`config.mk`:
```
export PLATFORM = sky130hd
export DESIGN_NAME = sad_min_tree
export DESIGN_NICKNAME = d
export VERILOG_FILES = /design/src/rtl/sad_min_tree.sv
export SDC_FILE = /design/constraint.sdc
export NUM_CORES = 2
export LEC_CHECK = 0
export CAP_MARGIN = 10
export CORE_MARGIN = 2
export CORE_UTILIZATION = 30
export CTS_CLUSTER_DIAMETER = 30
export DETAILED_ROUTE_END_ITERATION = 7
export PLACE_DENSITY = 0.51
export SYNTH_ARGS = -nofsm -noshare
export SYNTH_HDL_FRONTEND = slang
export SYNTH_SLANG_ARGS = --single-unit
```
`constraint.sdc`:
```
create_clock -name clk -period 24.2 [get_ports clk]
set_clock_uncertainty 0.15 [all_clocks]
set_input_delay 7.26 -clock clk [delete_from_list [all_inputs] [get_ports clk]]
set_output_delay 7.26 -clock clk [all_outputs]
set_load 0.005 [all_outputs]
```
`src/rtl/sad_min_tree.sv`:
```
// Pipelined minimum-SAD reduction: registered binary compare tree over NUM_IN lanes,
// followed by a frame accumulator that reports the frame-best SAD/index on in_last.
module sad_min_tree #(
  parameter int NUM_IN = 8,
  parameter int SAD_W  = 32,
  parameter int IDX_W  = 32,
  parameter int CNT_W  = 16
) (
  input  logic                     clk,
  input  logic                     rst,
  input  logic                     in_valid,
  input  logic                     in_first,
  input  logic                     in_last,
  input  logic [NUM_IN*SAD_W-1:0]  sad_in,
  input  logic [NUM_IN*IDX_W-1:0]  idx_in,
  output logic                     out_valid,
  output logic [SAD_W-1:0]         best_sad,
  output logic [IDX_W-1:0]         best_idx,
  output logic [CNT_W-1:0]         beat_cnt,
  output logic                     busy
);

  localparam int unsigned LEVELS = $clog2(NUM_IN);

  typedef enum logic {ACC_EMPTY, ACC_OPEN} acc_state_t;

  logic [LEVELS-1:0] stage_v;
  logic              t_v, t_f, t_l;
  logic [SAD_W-1:0]  t_sad;
  logic [IDX_W-1:0]  t_idx;

  genvar gl;
  for (gl = 0; gl < LEVELS; gl++) begin : g_lvl
    localparam int unsigned NI = NUM_IN >> gl;
    localparam int unsigned NO = NI / 2;

    logic [NI*SAD_W-1:0] sad_d;
    logic [NI*IDX_W-1:0] idx_d;
    logic                v_d, f_d, l_d;
    logic [NO*SAD_W-1:0] sad_n, sad_q;
    logic [NO*IDX_W-1:0] idx_n, idx_q;
    logic                v_q, f_q, l_q;

    if (gl == 0) begin : g_src
      assign sad_d = sad_in;
      assign idx_d = idx_in;
      assign v_d   = in_valid;
      assign f_d   = in_first;
      assign l_d   = in_last;
    end else begin : g_src
      assign sad_d = g_lvl[gl-1].sad_q;
      assign idx_d = g_lvl[gl-1].idx_q;
      assign v_d   = g_lvl[gl-1].v_q;
      assign f_d   = g_lvl[gl-1].f_q;
      assign l_d   = g_lvl[gl-1].l_q;
    end

    // Lower lane wins on equality so the earliest candidate survives ties.
    always_comb begin
      sad_n = '0;
      idx_n = '0;
      for (int unsigned j = 0; j < NO; j++) begin
        if (sad_d[2*j*SAD_W +: SAD_W] <= sad_d[(2*j+1)*SAD_W +: SAD_W]) begin
          sad_n[j*SAD_W +: SAD_W] = sad_d[2*j*SAD_W +: SAD_W];
          idx_n[j*IDX_W +: IDX_W] = idx_d[2*j*IDX_W +: IDX_W];
        end else begin
          sad_n[j*SAD_W +: SAD_W] = sad_d[(2*j+1)*SAD_W +: SAD_W];
          idx_n[j*IDX_W +: IDX_W] = idx_d[(2*j+1)*IDX_W +: IDX_W];
        end
      end
    end

    always_ff @(posedge clk or posedge rst) begin
      if (rst) begin
        v_q   <= 1'b0;
        f_q   <= 1'b0;
        l_q   <= 1'b0;
        sad_q <= '0;
        idx_q <= '0;
      end else begin
        v_q   <= v_d;
        f_q   <= v_d & f_d;
        l_q   <= v_d & l_d;
        sad_q <= sad_n;
        idx_q <= idx_n;
      end
    end

    assign stage_v[gl] = v_q;
  end

  assign t_v   = g_lvl[LEVELS-1].v_q;
  assign t_f   = g_lvl[LEVELS-1].f_q;
  assign t_l   = g_lvl[LEVELS-1].l_q;
  assign t_sad = g_lvl[LEVELS-1].sad_q;
  assign t_idx = g_lvl[LEVELS-1].idx_q;

  acc_state_t       state_q, state_n;
  logic [SAD_W-1:0] run_sad_q, run_sad_n;
  logic [IDX_W-1:0] run_idx_q, run_idx_n;
  logic [CNT_W-1:0] run_cnt_q, run_cnt_n;
  logic             ov_n;
  logic [SAD_W-1:0] bs_n;
  logic [IDX_W-1:0] bi_n;
  logic [CNT_W-1:0] bc_n;

  always_ff @(posedge clk or posedge rst) begin
    if (rst) begin
      state_q   <= ACC_EMPTY;
      run_sad_q <= '1;
      run_idx_q <= '0;
      run_cnt_q <= '0;
      out_valid <= 1'b0;
      best_sad  <= '1;
      best_idx  <= '0;
      beat_cnt  <= '0;
    end else begin
      state_q   <= state_n;
      run_sad_q <= run_sad_n;
      run_idx_q <= run_idx_n;
      run_cnt_q <= run_cnt_n;
      out_valid <= ov_n;
      best_sad  <= bs_n;
      best_idx  <= bi_n;
      beat_cnt  <= bc_n;
    end
  end

  // The reported value is the post-update running value, so the last beat participates.
  always_comb begin
    state_n   = state_q;
    run_sad_n = run_sad_q;
    run_idx_n = run_idx_q;
    run_cnt_n = run_cnt_q;
    ov_n      = 1'b0;
    bs_n      = best_sad;
    bi_n      = best_idx;
    bc_n      = beat_cnt;
    if (t_v) begin
      if (state_q == ACC_EMPTY || t_f) begin
        run_sad_n = t_sad;
        run_idx_n = t_idx;
        run_cnt_n = CNT_W'(1);
      end else begin
        if (t_sad < run_sad_q) begin
          run_sad_n = t_sad;
          run_idx_n = t_idx;
        end
        if (run_cnt_q != '1) run_cnt_n = run_cnt_q + CNT_W'(1);
      end
      if (t_l) begin
        ov_n    = 1'b1;
        bs_n    = run_sad_n;
        bi_n    = run_idx_n;
        bc_n    = run_cnt_n;
        state_n = ACC_EMPTY;
      end else begin
        state_n = ACC_OPEN;
      end
    end
  end

  assign busy = (|stage_v) | (state_q == ACC_OPEN);

endmodule

```
Yosys cells after proc, flatten, opt, wreduce, memory -nomap -nowiden

Cells that the tools add are included.

Register bits after elaboration: 619
Memory bits (writable): 0
Memory bits (read-only): 0
Output and inout port bits: 82
Memories: 0
Word-level logic and storage cells: 67
Latch bits: 0

Shift-type cells: 0
Eq/ne operators: 1
Add/sub/neg operators: 1
$lt $le $gt $ge: 8
Multiplexer cells: 23
Reduce and logical (&&, ||, !) cells: 3
Bitwise operators: 8
$mul: 0
Divide/modulo/power cells: 0

Operators by type and width:

| operator                | count |
|---|---|
| $mux W32                | 18 |
| $le A32 B32 Y1          | 7 |
| $lt A32 B32 Y1          | 1 |
| $mux W16                | 2 |
| $add A16 B1 Y16 const B | 1 |
| $ne A16 B16 Y1 const B  | 1 |
| $and A1 B1 Y1           | 6 |
| $mux W1                 | 3 |
| $reduce_or A3 Y1        | 1 |
| $reduce_and A2 Y1       | 1 |
| $logic_or A1 B1 Y1      | 1 |
| $not A1 Y1              | 1 |
| $or A1 B1 Y1            | 1 |

Longest topological paths before layout

Depth in word-level cells: 3
Depth in mapped cells: 11
Mapped depth without buffers: 9

Worst setup path after synthesis

OpenSTA, ideal clock, no wires.

Path type: in2reg
From: in sad_in[254]
To: reg g_lvl[0].sad_q[107]
Cell stages on the path: 8
Data required time: 23.925 ns
Library setup time: 0.125 ns
Setup slack: 14.495 ns
Buffers on the path: 1
Arrival time: 9.430 ns
Cells stage by stage: inv_1 > ha_1 > and3_1 > nand4_1 > or4_4 > o31ai_4 > buf_6 > mux2_2

Longest elaborated chain between the ends: 2

Ends and longest elaborated chain:

| item                    | line | RTL |
|---|---|---|
| start, declared         | 14   | `input logic [NUM_IN*SAD_W-1:0] sad_in,` |
| $le A32 B32 Y1          | 63   | `if (sad_d[2*j*SAD_W +: SAD_W] <= sad_d[(2*j+1)*SAD_W +: SAD_W]) begin` |
| $mux W32                | 63   |  |
| via g_lvl[0].sad_n[107] | 40   | `logic [NO*SAD_W-1:0] sad_n, sad_q;` |
| end signal, assigned    | 84   | `sad_q <= sad_n;` |
| end, declared           | 40   |  |

The timed path passes the listed nets, and every way through them passes these cells.
A chain may end at the register's enable or synchronous reset.

==> metrics.cfg <==
[drt]
viasPerCell = 4.610
vias = 21520
routed_wl_um = 93620
drt-pass1-iter-count = 5
drc = 0
first_iter_violations = 1014
postRouteAntennaNets = 0
wl_per_cell_um = 20.05

[power_and_ir_drop]
powerDensity_nw_per_um2 = 115.7
seq_power_share_pct = 30.2
clkPwrFrac_pct = 43.8
p_switching_mw = 1.473
vdd_drop_max_v = 0.00008053
p_int_mw = 3.573
power_leakage_nw = 19.43
combPwrFrac_pct = 26.0
power.share.switching_pct = 29.18

[grt]
grt_start_max_net_pins = 87
grt_pass1_wl_um = 140300
track_usage_pct = 17.95
antenna_found_initial = 17
grt_pass1_vias = 23690
grt_overflow = 0

[placement]
place_congestion = 0.8559
place_area_um2 = 37850
portBuffers = 598
dp_hpwl_um = 72020

[critical_path]
critical_path_arrival_ps = 11340
crit_type = in -> async
setup.worst_path.start = rst
crit_required_ps = 24790
reg2reg_setup_slack_ps = 19980
crit_fanout = 75
worstReg2RegStart = run_sad_q[31]
cp-end-kind = async pin
crit_path_start_kind = input port

[run]
cap_viol_max_count = 0

[die]
die_h_um = 322.2
dieArea_um2 = 103800
rows = 116
die_w_um = 322.2
io_pins = 599
initial_core_util_pct = 30.29
core_area_um2 = 100300

[synth]
netlist_area_um2 = 30380
synth_edf_count = 0
netlist_instances = 2480
ys_types = 57
synth-main-ff-cell = dfrtp_1
synth_async_sr_flop_share_pct = 100.0
yosysWarnings = 0
ys_seq_elements = 619
syn_avg_cell_area_um2 = 12.25
yosysSeqAreaShare_pct = 51.26
synth_fp_nets = 3253

[clock_network]
root_buffer = clkbuf_16
clk_latency_ps = 730
cts.path.max_buffers = 3
cts_max_level = 4
tritoncts = built
cts.repair.resized = 0
post_cts_buffers = 0
cts_sinks = 619
clk_pin_slew_ps = 40
numCtsBuffers = 154
cts_hold_buf = 0

[sta]
tightest_slew_ps = 1124
fin_tns_setup_ps = 0
max-slew-margin-rel_pct = 24.37
rsz0062_at_grt = no
fmax_mhz = 92.99
fin_crit_ps = 10750
finalSetupViolations = 0
slew_viol_final = 0
fin_crit_sh_pct = 44.44
hold_violations = 0

[hold_path]
min_path_type = reg -> reg
min_from = g_lvl[0].v_q

[final_layout]
drive_gt1_share_pct = 25.98
final_cell_mix = clkdlybuf4s50_1 (598), dfrtp_1 (555), mux2_2 (489)
regArea_um2 = 15570
final_util_pct = 43.50
areaGrowthSynthToFinish_pct = 43.63
final_net_count = 3951
final_common_cell = clkdlybuf4s50_1
fillCellCount = 9266
multi_input_area_um2 = 13440
finalInstanceArea_um2 = 43630

[outcome]
status = complete, no violations

-- routing by layer --
metal	share of wire, %	track usage (%)	routed length [µm]
met1	42	21.54	38990
met2	49	30.52	46030
met3	5.6	4.439	5207
met4	3.6	7.767	3333
met5	0.066	0	62
-- cells in the mapped netlist, types with 24 or more instances --
master   count  area share, %
o21ai_0     68            1.1
dfstp_2     64            5.5
inv_1      268            3.3
nand4_1     50            1.0
mux2_2     489             18
nand2_1    140            1.7
dfrtp_1    555             46
o21ai_1     60           0.99
mux2_1      24           0.89
ha_1       256             11
mux2i_1     66            2.2
nor2_1      45           0.56
nand3_1     32           0.53
a21oi_1     95            1.6
buf_2       42           0.69
-- critical path: stages --
cell and delay, ps:
clkdlybuf4s50_1 440, clkinvlp_4 510, buf_4 680, buf_4 740, buf_4 870, buf_4 740
-- power by group through the flow --
stage	logic [mW]	registers, mW	clock network (mW)
2_1_floorplan	0.842	1.48	0
3_3_place_gp	1.31	1.53	0
3_5_place_dp	1.34	1.54	0
4_1_cts	1.34	1.53	2.26
5_1_grt	1.45	1.56	2.32
6_report	1.31	1.52	2.21
-- flip-flops by register name (all words and copies together), names as in the netlist, 3 cells and up --
signal / flops
beat_cnt: 16
g_lvl.f_q: 3
g_lvl.idx_q: 224
run_sad_q: 32
g_lvl.sad_q: 224
g_lvl.l_q: 3
best_sad: 32
run_cnt_q: 16
run_idx_q: 32
best_idx: 32
g_lvl.v_q: 3
-- cell type report --
| class | count | area share [%] |
|---|---|---|
| diodes | 5 | 0.02868 |
| clock buffers | 194 | 9.730 |
| clock inverters | 91 | 3.458 |
| inverters | 268 | 2.314 |
| multi-input cells | 1516 | 30.79 |
| flip-flops and latches | 619 | 35.69 |
| well taps | 1357 | 3.891 |
| repair buffers | 619 | 14.10 |
-- final timing paths --
kind                                             to  depth (start not counted)
worst max-delay path                  run_idx_q[29]                          6
worst min-delay path                   g_lvl[1].v_q                          0
worst max register to register         best_sad[13]                          9
worst min register to register         g_lvl[1].v_q                          0
max in group clk                 g_lvl[0].idx_q[71]                         11
min in group asynchronous       g_lvl[0].sad_q[105]                          2
-- metrics by stage --
stage	hold WS [ps]	worst slack (ps)	power (mW)	instances
after floorplan	230.0	8393	2.326	2480
after global placement	260.7	12540	2.842	4378
after detailed placement	268.0	12450	2.874	4378
after CTS	269.5	13210	5.127	4663
after global routing	284.0	12770	5.330	4669
final	273.8	13450	5.046	4669
-- kinds of logic (layout without fill, tap and decap cells) --
kind of cell               count (synthesis)  after routing  synth area share (%)
other                                      0              5                     0
xor gates and xnor gates                  12             12                0.3460
buffers and inverters                    345           1172                 4.745
DFF                                      619            619                 51.26
muxes                                    579            579                 21.19
adders and majority gates                256            256                 10.54
AOI/OAI and AO/OA                        336            336                 6.730
and+or+nand+nor                          333            333                 5.186
Power figures use the tool's default switching activity.
